$ cat src/rtl/cgra_cfg_pkg.sv
// Shared types and constants for the CGRA configuration loader.
// Frame header layout: tile id in the top bits, broadcast flag just below.
package cgra_cfg_pkg;

    typedef enum logic [2:0] {
        ST_IDLE  = 3'd0,
        ST_FETCH = 3'd1,
        ST_WAIT  = 3'd2,
        ST_ISSUE = 3'd3,
        ST_DONE  = 3'd4
    } cfg_state_e;

    localparam int CFG_FRAME_WIDTH   = 64;
    localparam int CFG_TILE_ID_WIDTH = 4;

    function automatic int tile_id_lsb(input int frame_width, input int tile_id_width);
        return frame_width - tile_id_width;
    endfunction

    function automatic int bcast_pos(input int frame_width, input int tile_id_width);
        return frame_width - tile_id_width - 1;
    endfunction

    localparam int CFG_TILE_ID_LSB = tile_id_lsb(CFG_FRAME_WIDTH, CFG_TILE_ID_WIDTH);
    localparam int CFG_BCAST_POS   = bcast_pos(CFG_FRAME_WIDTH, CFG_TILE_ID_WIDTH);

endpackage

$ cat src/rtl/cgra_cfg_decode.sv
// Combinational frame header decode: per-tile strobe vector and an
// out-of-range flag for unicast frames addressing a missing tile.
module cgra_cfg_decode
    import cgra_cfg_pkg::*;
#(
    parameter int NUM_TILES     = 16,
    parameter int FRAME_WIDTH   = CFG_FRAME_WIDTH,
    parameter int TILE_ID_WIDTH = CFG_TILE_ID_WIDTH
) (
    input  logic [FRAME_WIDTH-1:0] frame,
    output logic [NUM_TILES-1:0]   config_valid,
    output logic                   out_of_range
);

    localparam int ID_LSB = tile_id_lsb(FRAME_WIDTH, TILE_ID_WIDTH);
    localparam int BC_POS = bcast_pos(FRAME_WIDTH, TILE_ID_WIDTH);

    logic [TILE_ID_WIDTH-1:0] tile_id_s;
    logic                     bcast_s;
    logic                     unused_payload_s;

    assign tile_id_s        = frame[ID_LSB +: TILE_ID_WIDTH];
    assign bcast_s          = frame[BC_POS];
    assign unused_payload_s = ^frame[BC_POS-1:0];

    // Strobe generation: broadcast wins, otherwise one-hot (empty if out of range)
    always_comb begin
        config_valid = '0;
        out_of_range = 1'b0;
        if (bcast_s) begin
            config_valid = '1;
        end else begin
            out_of_range = (32'(tile_id_s) >= 32'(NUM_TILES));
            for (int i = 0; i < NUM_TILES; i++) begin
                config_valid[i] = (32'(tile_id_s) == 32'(i));
            end
        end
    end

endmodule

$ cat src/rtl/cgra_config_loader.sv
// Streams config frames from memory to CGRA tiles, one frame every three
// cycles (FETCH -> WAIT -> ISSUE), with abort and sticky error handling.
module cgra_config_loader
    import cgra_cfg_pkg::*;
#(
    parameter int NUM_TILES      = 16,
    parameter int FRAME_WIDTH    = CFG_FRAME_WIDTH,
    parameter int MEM_ADDR_WIDTH = 8,
    parameter int TILE_ID_WIDTH  = CFG_TILE_ID_WIDTH
) (
    input  logic                      clk,
    input  logic                      rst,
    input  logic                      start,
    input  logic [MEM_ADDR_WIDTH-1:0] base_addr,
    input  logic [MEM_ADDR_WIDTH:0]   num_frames,
    input  logic                      abort,
    output logic                      mem_rd_en,
    output logic [MEM_ADDR_WIDTH-1:0] mem_rd_addr,
    input  logic [FRAME_WIDTH-1:0]    mem_rd_data,
    output logic [FRAME_WIDTH-1:0]    config_frame,
    output logic [NUM_TILES-1:0]      config_valid,
    output logic                      busy,
    output logic                      done,
    output logic                      error,
    output logic [MEM_ADDR_WIDTH:0]   frames_sent
);

    localparam int CW = MEM_ADDR_WIDTH + 1;

    cfg_state_e                state_q, state_d;
    logic [MEM_ADDR_WIDTH-1:0] base_q, base_d;
    logic [CW-1:0]             num_q, num_d;
    logic [CW-1:0]             frames_sent_q, frames_sent_d;
    logic                      mem_rd_en_q, mem_rd_en_d;
    logic [MEM_ADDR_WIDTH-1:0] mem_rd_addr_q, mem_rd_addr_d;
    logic [FRAME_WIDTH-1:0]    config_frame_q, config_frame_d;
    logic [NUM_TILES-1:0]      config_valid_q, config_valid_d;
    logic                      busy_q, busy_d;
    logic                      done_q, done_d;
    logic                      error_q, error_d;

    logic [NUM_TILES-1:0]      dec_valid_s;
    logic                      dec_oor_s;

    cgra_cfg_decode #(
        .NUM_TILES     (NUM_TILES),
        .FRAME_WIDTH   (FRAME_WIDTH),
        .TILE_ID_WIDTH (TILE_ID_WIDTH)
    ) u_decode (
        .frame        (mem_rd_data),
        .config_valid (dec_valid_s),
        .out_of_range (dec_oor_s)
    );

    // Next-state and next-output logic; abort outranks every transition
    always_comb begin
        state_d        = state_q;
        base_d         = base_q;
        num_d          = num_q;
        frames_sent_d  = frames_sent_q;
        mem_rd_en_d    = 1'b0;
        mem_rd_addr_d  = mem_rd_addr_q;
        config_frame_d = config_frame_q;
        config_valid_d = '0;
        done_d         = 1'b0;
        error_d        = error_q;

        if ((state_q != ST_IDLE) && abort) begin
            state_d = ST_IDLE;
            error_d = 1'b1;
        end else begin
            case (state_q)
                ST_IDLE: begin
                    if (start) begin
                        base_d        = base_addr;
                        num_d         = num_frames;
                        frames_sent_d = '0;
                        error_d       = 1'b0;
                        if (num_frames == CW'(0)) begin
                            state_d = ST_DONE;
                            done_d  = 1'b1;
                        end else begin
                            state_d       = ST_FETCH;
                            mem_rd_en_d   = 1'b1;
                            mem_rd_addr_d = base_addr;
                        end
                    end else begin
                        state_d = ST_IDLE;
                    end
                end
                ST_FETCH: begin
                    state_d = ST_WAIT;
                end
                ST_WAIT: begin
                    if (dec_oor_s) begin
                        state_d = ST_IDLE;
                        error_d = 1'b1;
                    end else begin
                        state_d        = ST_ISSUE;
                        config_frame_d = mem_rd_data;
                        config_valid_d = dec_valid_s;
                    end
                end
                ST_ISSUE: begin
                    frames_sent_d = frames_sent_q + CW'(1);
                    if (frames_sent_d == num_q) begin
                        state_d = ST_DONE;
                        done_d  = 1'b1;
                    end else begin
                        // Address arithmetic wraps naturally at the memory size
                        state_d       = ST_FETCH;
                        mem_rd_en_d   = 1'b1;
                        mem_rd_addr_d = base_q + frames_sent_d[MEM_ADDR_WIDTH-1:0];
                    end
                end
                ST_DONE: begin
                    state_d = ST_IDLE;
                end
                default: begin
                    state_d = ST_IDLE;
                end
            endcase
        end

        busy_d = (state_d != ST_IDLE);
    end

    // State and output registers with synchronous reset
    always_ff @(posedge clk) begin
        if (rst) begin
            state_q        <= ST_IDLE;
            base_q         <= '0;
            num_q          <= '0;
            frames_sent_q  <= '0;
            mem_rd_en_q    <= 1'b0;
            mem_rd_addr_q  <= '0;
            config_frame_q <= '0;
            config_valid_q <= '0;
            busy_q         <= 1'b0;
            done_q         <= 1'b0;
            error_q        <= 1'b0;
        end else begin
            state_q        <= state_d;
            base_q         <= base_d;
            num_q          <= num_d;
            frames_sent_q  <= frames_sent_d;
            mem_rd_en_q    <= mem_rd_en_d;
            mem_rd_addr_q  <= mem_rd_addr_d;
            config_frame_q <= config_frame_d;
            config_valid_q <= config_valid_d;
            busy_q         <= busy_d;
            done_q         <= done_d;
            error_q        <= error_d;
        end
    end

    assign mem_rd_en    = mem_rd_en_q;
    assign mem_rd_addr  = mem_rd_addr_q;
    assign config_frame = config_frame_q;
    assign config_valid = config_valid_q;
    assign busy         = busy_q;
    assign done         = done_q;
    assign error        = error_q;
    assign frames_sent  = frames_sent_q;

endmodule

$ cat config.mk
export PLATFORM = sky130hd
export DESIGN_NAME = cgra_config_loader
export DESIGN_NICKNAME = d
export VERILOG_FILES = /design/src/rtl/cgra_cfg_pkg.sv /design/src/rtl/cgra_cfg_decode.sv /design/src/rtl/cgra_config_loader.sv
export SDC_FILE = /design/constraint.sdc
export NUM_CORES = 1
export LEC_CHECK = 0
export BUFFER_PORTS_ARGS = -buffer_cell sky130_fd_sc_hd__buf_2
export CAP_MARGIN = 20
export CORE_MARGIN = 2
export CORE_UTILIZATION = 40
export CTS_CLUSTER_SIZE = 12
export DETAILED_ROUTE_END_ITERATION = 7
export PLACE_DENSITY = 0.75
export SLEW_MARGIN = 20
export SYNTH_ARGS = -nofsm -noshare
export SYNTH_HDL_FRONTEND = slang
export SYNTH_SLANG_ARGS = --single-unit
export TNS_END_PERCENT = 1
$ cat constraint.sdc
create_clock -name clk -period 7.1 [get_ports clk]
set_clock_uncertainty 0.1 [all_clocks]
set_input_delay 1.065 -clock clk [delete_from_list [all_inputs] [get_ports clk]]
set_output_delay 1.065 -clock clk [all_outputs]
set_load 0.05 [all_outputs]
### Word-level counts from Yosys, hierarchy flattened

Cells that the tools add are included.

* $add $sub $neg: 2
* multipliers: 0
* divide/modulo/power cells: 0
* magnitude comparators: 0
* eq/ne operators: 22
* shifts and indexed selects: 0
* multiplexer cells: 23
* bitwise gates (word level): 2
* reduce and logical (&&, ||, !) cells: 16

Operators with widths (number)
* 4-bit equality test, second input constant: 8
* 8-bit two-way mux: 3
* 9-bit one-hot mux with 2 select lines: 1
* 4-bit by 3-bit equality test with 1-bit output, second input constant: 4
* 16-bit two-way mux: 1
* 8-bit one-hot mux with 2 select lines: 1
* 3-bit two-way mux: 4
* 3-bit one-hot mux with 4 select lines: 1
* 9-bit by 1-bit adder with 9-bit output, second input constant: 1
* 9-bit equality test: 1
* 9-bit logical NOT: 1
* 1-bit two-way mux: 9
* 9-bit two-way mux: 1
* 8-bit adder: 1
* 4-bit by 2-bit equality test with 1-bit output, second input constant: 2
* 3-bit by 2-bit equality test with 1-bit output, second input constant: 2
* 2-bit != test, second input constant: 3
* 3-bit AND reduction: 2
* 2-bit nonzero test: 3
* 3-bit nonzero test: 2
* 5-bit AND reduction: 1
* 4-bit by 1-bit equality test with 1-bit output, second input constant: 1
* 4-bit logical NOT: 1
* 1-bit one-hot mux with 2 select lines: 2
* 7 further kinds: 9

* register bits: 121
* bits in latches: 0
* memory bits (writable): 0
* bits in read-only memories: 0
* input bits: 85
* word-level logic and storage cells: 76
* memories: 0

### Logic depth before layout (Yosys ltp)

Gate-level depths: netlist of run 1.

* depth in word-level cells: 6
* mapped depth: 11

### Cells and area by module

Synthesis of run 1 repeated with hierarchy kept, for this count alone.

* cell total of the unflattened synthesis: 639
* area, all modules: 5290.1 sq um

By module, submodules not included
* cgra_config_loader: times used 1, cells an instance 613, area each 5068.6 sq um
* cgra_cfg_decode: times used 1, cells an instance 26, area each 221.5 sq um

### Least setup slack after synthesis of run 1

No wires, ideal clock.

* path type: register to register
* start point: reg frames_sent_q[1], in the netlist frames_sent[1]
* end point: reg mem_rd_addr_q[5], in the netlist mem_rd_addr[5]
* library setup time: 0.059 ns
* arrival time: 2.746 ns
* slack: 4.195 ns
* cell stages (with the launch flop): 12
* path buffers: 1
* clock period less this slack: 2.905 ns
* cells stage by stage: dfxtp_1 -> ha_1 -> buf_2 -> nand3_1 -> xnor2_1 -> ha_1 -> nand3_1 -> o2111ai_1 -> xnor2_1 -> mux2i_1 -> a2111oi_0 -> a31o_2

* cells in the longest elaborated chain, start to end: 4
* elaborated cells between the ends (all ways): 7

Ends and longest elaborated chain
* from (decl): line cgra_config_loader.sv:33 `logic [CW-1:0] frames_sent_q, frames_sent_d;`
* from (signal assigned): line cgra_config_loader.sv:146 `frames_sent_q <= frames_sent_d;`
* 9-bit by 1-bit adder with 9-bit output (*): line cgra_config_loader.sv:105 `frames_sent_d = frames_sent_q + CW'(1);`
* 8-bit adder or 9-bit equality test (tied branches): line cgra_config_loader.sv:113, cgra_config_loader.sv:106
* 8-bit two-way mux or 2-bit != test (tied branches)
* 8-bit one-hot mux with 2 select lines or 5-bit AND reduction (tied branches)
* to (signal assigned): line cgra_config_loader.sv:148 `mem_rd_addr_q <= mem_rd_addr_d;`
* to (decl): line cgra_config_loader.sv:35 `logic [MEM_ADDR_WIDTH-1:0] mem_rd_addr_q, mem_rd_addr_d;`

Mark *: on every way between the ends. The rest lies on a longest branch, timed or not. The select of a mux whose other input is x is not followed.
A chain may end at the register's enable or synchronous reset.

### Worst setup path after layout of run 1

* start point: reg frames_sent_q[0], in the netlist frames_sent[0]
* end point: reg mem_rd_addr_q[1], in the netlist mem_rd_addr[1]

The elaborated chain is that of the path after synthesis.

==> run_results.csv, run 1 <==
group,metric,value,unit
floorplanning,dieWidth,117,microns
clock_network,cts_tree,"yes",
place,hpwl,9350,microns
critical_path,cp-end-kind,"flop",
finish,drive_gt1_share,29.6,%
critical_path,required,7300,ps
floorplanning,fp.dieArea,13700,sq um
synth,yosys-top-cells-area,"dfxtp_1 (47%), nand2_1 (13%), a21oi_1 (10%)",
clock_network,root_buffer,"clkbuf_16",
clock_network,path_clk_slew,60,ps
grt,overflow,0,
clock_network,cts_sinks,121,
finish,layout_common_cells,"buf_2 (184), nand2_1 (178), dfxtp_1 (121)",
finish,syn_to_final_growth,31.4,%
critical_path,timing.critical_path.buf_inv,0,
synth,syn-instance-count,631,
sta,rsz0062_at_grt,"false",
floorplanning,die_height,117,microns
routing,drc,0,
routing,drt_iter0_markers,292,
finish,fin_util,53.5,%
grt,top_usage_layer,"met2",
grt,gr-usage-met1,23.8,%
pwr,power.internal,1410,uW
finish,num_antenna_cells,0,
routing,wl,13600,microns
routing,vias_per_cell,4.97,
routing,wl_per_cell,13.9,microns
critical_path,cp_slowest_stage_delay,540,ps
critical_path,path_class,"flop to flop",
synth,synth.cell_area,5120,sq um
grt,grt_max_degree,102,
synth,async_flop_share,0,%
grt,antenna_found_initial,0,
critical_path,cp_slowest_cell,"nor4_4",
critical_path,cp_data_arrival_time,3270,ps
finish,fin_nets,887,
critical_path,worst-path-max-fanout,10,
clock_network,ctsHoldBuffers,0,
pwr,p_per_area,300,nW/um^2
clock_network,clkLatencyLatePin,410,ps
pwr,switching_share,30.3,%
synth,synth_top_area_share,47.3,%
floorplanning,num_rows,41,
synth,yosys.area.top_type,"dfxtp_1",
synth,ys_seq_area_share,47.3,%
sta,slew_viol_final,0,
grt,track_usage,19.7,%
pwr,clockPowerShare,44.2,%
job,cap_violations,0,
pwr,switchingPower,611,uW
sta,setup_violations,0,
place,gp_congestion,0.834,
routing,postRouteAntennaNets,0,
routing,first_pass_iters,4,
place,dpl_cell_area,6110,sq um
floorplanning,core,12600,sq um
run_status,status,"completed",
synth,synth_seq_cells,121,
clock_network,cts_resized,0,
place,io_buffer_count,185,
grt,grtUsageMet2,31.3,%
grt,globalRouteMet3Util,8.70,%
clock_network,numCtsBuffers,17,
sta,max_freq,0.326,GHz
floorplanning,start_util,40.8,%
synth,ys.flop_type,"dfxtp_1",
critical_path,crit_family,"compound AO/OA/AOI/OAI gates",
finish,design_area,6730,sq um
grt,first_global_vias,4393,
pwr,power.total,2020,uW
grt,grt_pass1_wl,21000,microns
pwr,p_seq_share,37.6,%
synth,synth_cell_types,59,
critical_path,startpoint_type,"flop",
sta,fin_crit,3070,ps
sta,slew_headroom,26.1,%
sta,tightestPinTransition,1110,ps
sta,timing.hold.ws,350,ps
pwr,leakage,0.00295,uW
synth,synth_nets,725,
sta,min_period_over_period,43.2,%
sta,hold_violations,0,
pwr,irDropWorstVdd,173,uV
finish,final_common_cell,"buf_2",
synth,synth_area_per_cell,8.12,sq um
synth,yosysWarningCount,0,
pwr,pwr-share-comb,18.2,%
critical_path,crit_chain,"ha_1, xor2_1, xnor2_1, o2111ai_1, nor4_4, a21o_1, mux2_4",
clock_network,post_cts_buffers,0,
floorplanning,io_pins,186,
sta,fin_tns_setup,0,ps
worst_hold_path,holdCritPathClass,"flop to flop",
routing,via_count,4854,
clock_network,ctsLongestPathBuffers,2,
clock_network,cts.htree.levels,4,
synth,synth_enable_flop_cells,0,
==> stage by stage <==
stage / instances / setup slack, ps
floorplan: 631 / 4200
global placement: 946 / 3780
detailed placement: 946 / 3740
CTS: 977 / 4060
global route: 977 / 3800
finish: 977 / 4030
==> worst min-delay path, stage by stage, from the launching register on <==
cell     delay, ps
dfxtp_1        300
nand2_1         50
a21oi_1         50
==> layout make-up <==
class | instances | area, sq um
clock inverter | 12 | 168
multi-input combinational | 457 | 2490
inverter | 8 | 30.0
sequential | 121 | 2420
tap | 172 | 215
clock buffer | 19 | 453
fill | 1215 | 5840
timing repair buffer | 188 | 951
==> flip-flops by register name, summed over array words and instances (netlist names), 3 cells and up <==
register	flops
num_q	9
mem_rd_addr	8
frames_sent	9
config_frame	64
config_valid	16
state_q	3
base_q	8
==> metal layers <==
layer	share of wire [%]	wire length, microns
met4	1.4	195
met5	0	0
met1	44	5930
met2	46	6280
met3	8.8	1190
==> cells in the mapped netlist (3+ instances only) <==
library cell  count
nor3b_1           3
or3_1             4
nor2b_1          10
xnor2_1          12
clkbuf_1         37
nand3b_1          3
buf_2             4
mux2_4            3
a21oi_1         106
dfxtp_1         121
o2111ai_1         3
nor4_1            3
inv_1             8
ha_1              8
nor3_1            4
xor2_1            4
nand3_1          10
o21ai_0           7
mux2i_1           3
a22oi_1           4
nand2_1         178
a31oi_1           6
a2111oi_0         3
nor2_1           39
a31o_2            3
nand2b_1          4
==> power groups by stage <==
| stage | logic (uW) | clock network [uW] | registers, uW |
|---|---|---|---|
| floorplan | 163 | 0 | 879 |
| global placement | 365 | 0 | 771 |
| detailed placement | 367 | 0 | 772 |
| CTS | 368 | 908 | 758 |
| global route | 397 | 938 | 764 |
| finish | 367 | 893 | 758 |
==> cells by family after synthesis <==
logic type / synth area share [%]
simple gates: 23.2
compound gates: 17.0
flops: 47.3
buf+inv: 4.30
xor+xnor: 4.18
fa+ha+maj: 2.34
mux: 1.69
==> final timing paths <==
kind                                         to       startpoint  cells after the start  slack, ps
worst min register to register  config_frame[0]  config_frame[0]                      2        350
worst min-delay path            config_frame[0]  config_frame[0]                      2        350
worst max register to register   mem_rd_addr[1]   frames_sent[0]                      7       4030
worst max-delay path             mem_rd_addr[1]   frames_sent[0]                      7       4030
No activity file was read; power rests on OpenSTA's default activity.
==> run 2, diff against run 1 <==
- PLACE_DENSITY: 0.75 -> 0.77
- clock period: 7.1 -> 2.6 ns (I/O delays scaled with it)
==> run 2 against run 1 <==
Sequential power grew to 2.7 times the previous value. Sequential share of layout area is 0.94 points lower. Power rose to 2.8 times the previous value. First-iteration DRC count is 5.1% higher. Non-clock buffer count rose by 17. Worst setup slack worse by 3900 ps. Fmax is 27% higher. Count of clock-buffer cells in the layout rose by 2. Routed wire length increased by 4.2%. Clock power rose to 2.7 times the previous value. Critical endpoint is now mem_rd_addr[7].
==> run_results.csv, run 2 (synthesized netlist as in run 1, its figures left out) <==
group,metric,value,unit
run_status,status,"completed",
finish,fin_cells,995,
grt,overflow,0,
grt,antenna_found_initial,0,
finish,final_common_cell,"buf_2",
worst_hold_path,holdCritPathClass,"input pin to flop",
sta,slew_headroom,56.3,%
routing,wl,14200,microns
routing,wl_per_cell,14.2,microns
critical_path,startpoint_type,"flop",
critical_path,path_class,"flop to flop",
pwr,p_per_area,801,nW/um^2
sta,tightestPinTransition,656,ps
place,post-place-ws,76.4,ps
clock_network,cts_sinks,121,
critical_path,cp-end-kind,"flop",
critical_path,cp_slowest_stage_delay,420,ps
critical_path,cp_data_arrival_time,2630,ps
routing,drt_iter0_markers,307,
clock_network,ctsHoldBuffers,0,
clock_network,root_buffer,"clkbuf_16",
finish,fin_nets,904,
critical_path,required,2820,ps
floorplanning,die_height,117,microns
floorplanning,num_rows,41,
finish,drive_gt1_share,32.6,%
sta,setup_violations,0,
sta,slew_viol_final,0,
sta,setup_slack,181,ps
routing,vias_per_cell,4.97,
clock_network,cts_tree,"yes",
clock_network,clkLatencyLatePin,410,ps
critical_path,crit_family,"simple AND/OR/NAND/NOR gates",
finish,syn_to_final_growth,35.6,%
clock_network,ctsLongestPathBuffers,2,
job,cap_violations,0,
pwr,leakage,0.00304,uW
grt,grt_pass1_wl,21900,microns
floorplanning,fp.dieArea,13700,sq um
floorplanning,dieWidth,117,microns
clock_network,path_clk_slew,50,ps
critical_path,timing.critical_path.buf_inv,0,
grt,first_global_vias,4625,
place,dpl_cell_area,6260,sq um
finish,n_fill_cell,1150,
critical_path,cp_slowest_cell,"dfxtp_2",
routing,postRouteAntennaNets,0,
sta,max_freq,0.413,GHz
sta,min_period_over_period,93.0,%
critical_path,worst-path-max-fanout,9,
routing,via_count,4942,
place,dp.cells,962,
finish,num_antenna_cells,0,
clock_network,numCtsBuffers,17,
sta,hold_violations,0,
sta,fin_crit,2420,ps
finish,multi_input_area,2550,sq um
place,gp_congestion,0.958,
floorplanning,start_util,40.8,%
finish,seq_area,2430,sq um
grt,grt_max_degree,65,
pwr,irDropWorstVdd,558,uV
routing,drc,0,
place,hpwl,10100,microns
finish,layout_common_cells,"buf_2 (184), nand2_1 (178), dfxtp_1 (115)",
finish,fin_util,55.3,%
floorplanning,core,12600,sq um
grt,track_usage,20.5,%
finish,design_area,6940,sq um
critical_path,crit_chain,"nand3_2, or2_4, xnor2_1, ha_1, or3_1, o211ai_1, xor2_1, nand2_1, a221oi_1",
routing,first_pass_iters,6,
finish,largest_reg_flops,64,
clock_network,cts.htree.levels,4,
floorplanning,io_pins,186,
place,io_buffer_count,185,
-- run 2: cell count changes in the layout (fill, tap and decap cells not counted), sizes merged --
cell      delta
buf         +17
clkbuf       +2
inv          -2
clkinvlp     +4
clkinv       -3
-- run 2: worst paths after layout --
| path | startpoint | to | slack [ps] | cells past startpoint |
|---|---|---|---|---|
| worst max-delay path | frames_sent[2] | mem_rd_addr[7] | 180 | 9 |
| worst min-delay path | mem_rd_data[4] | config_frame[4] | 120 | 3 |
| worst max register to register | frames_sent[2] | mem_rd_addr[7] | 180 | 9 |
| worst min register to register | config_frame[19] | config_frame[19] | 350 | 2 |
-- run 2: area by class of cell --
type,instances,area share (%)
Inverter,8,0.432
Sequential cell,121,35.1
Multi-Input combinational cell,457,36.7
Tap cell,172,3.10
Clock buffer,21,6.94
Clock inverter,11,2.05
Timing Repair Buffer,205,15.7
-- run 2: metal layers --
layer / routed length [microns] / share of wire (%) / vias to the layer above / global-route usage (%)
met3: 1170 / 8.2 / 19 / 8.86
met2: 6980 / 49 / 180 / 34.4
met4: 241 / 1.7 / 0 / 7.06
met5: 0 / 0 / - / 0
met1: 5790 / 41 / 2267 / 23.5
li1: - / - / 2476 / -
-- run 2: where the power goes --
part	internal, uW	switching (uW)
registers	1980	86.7
clock network	1610	830
logic	325	729
-- run 2: per-stage QoR --
step                setup TNS (ps)  hold WS, ps  power [uW]
finish                           0          116        5560
global placement                 0          339        3140
floorplan                    -28.1          337        2850
CTS                              0          101        5590
detailed placement               0          343        3150
global route                 -2.28          109        5770
-- run 2: tightest hold or removal path, stage by stage --
cell and delay, ps:
buf_2 100, nand2_1 40, a21oi_1 50
-- run 2: what timing repair did --
action / CTS / global route
setup buffers: 0 / 1
setup endpoints to repair: 0 / 3
gates resized for setup: 0 / 10
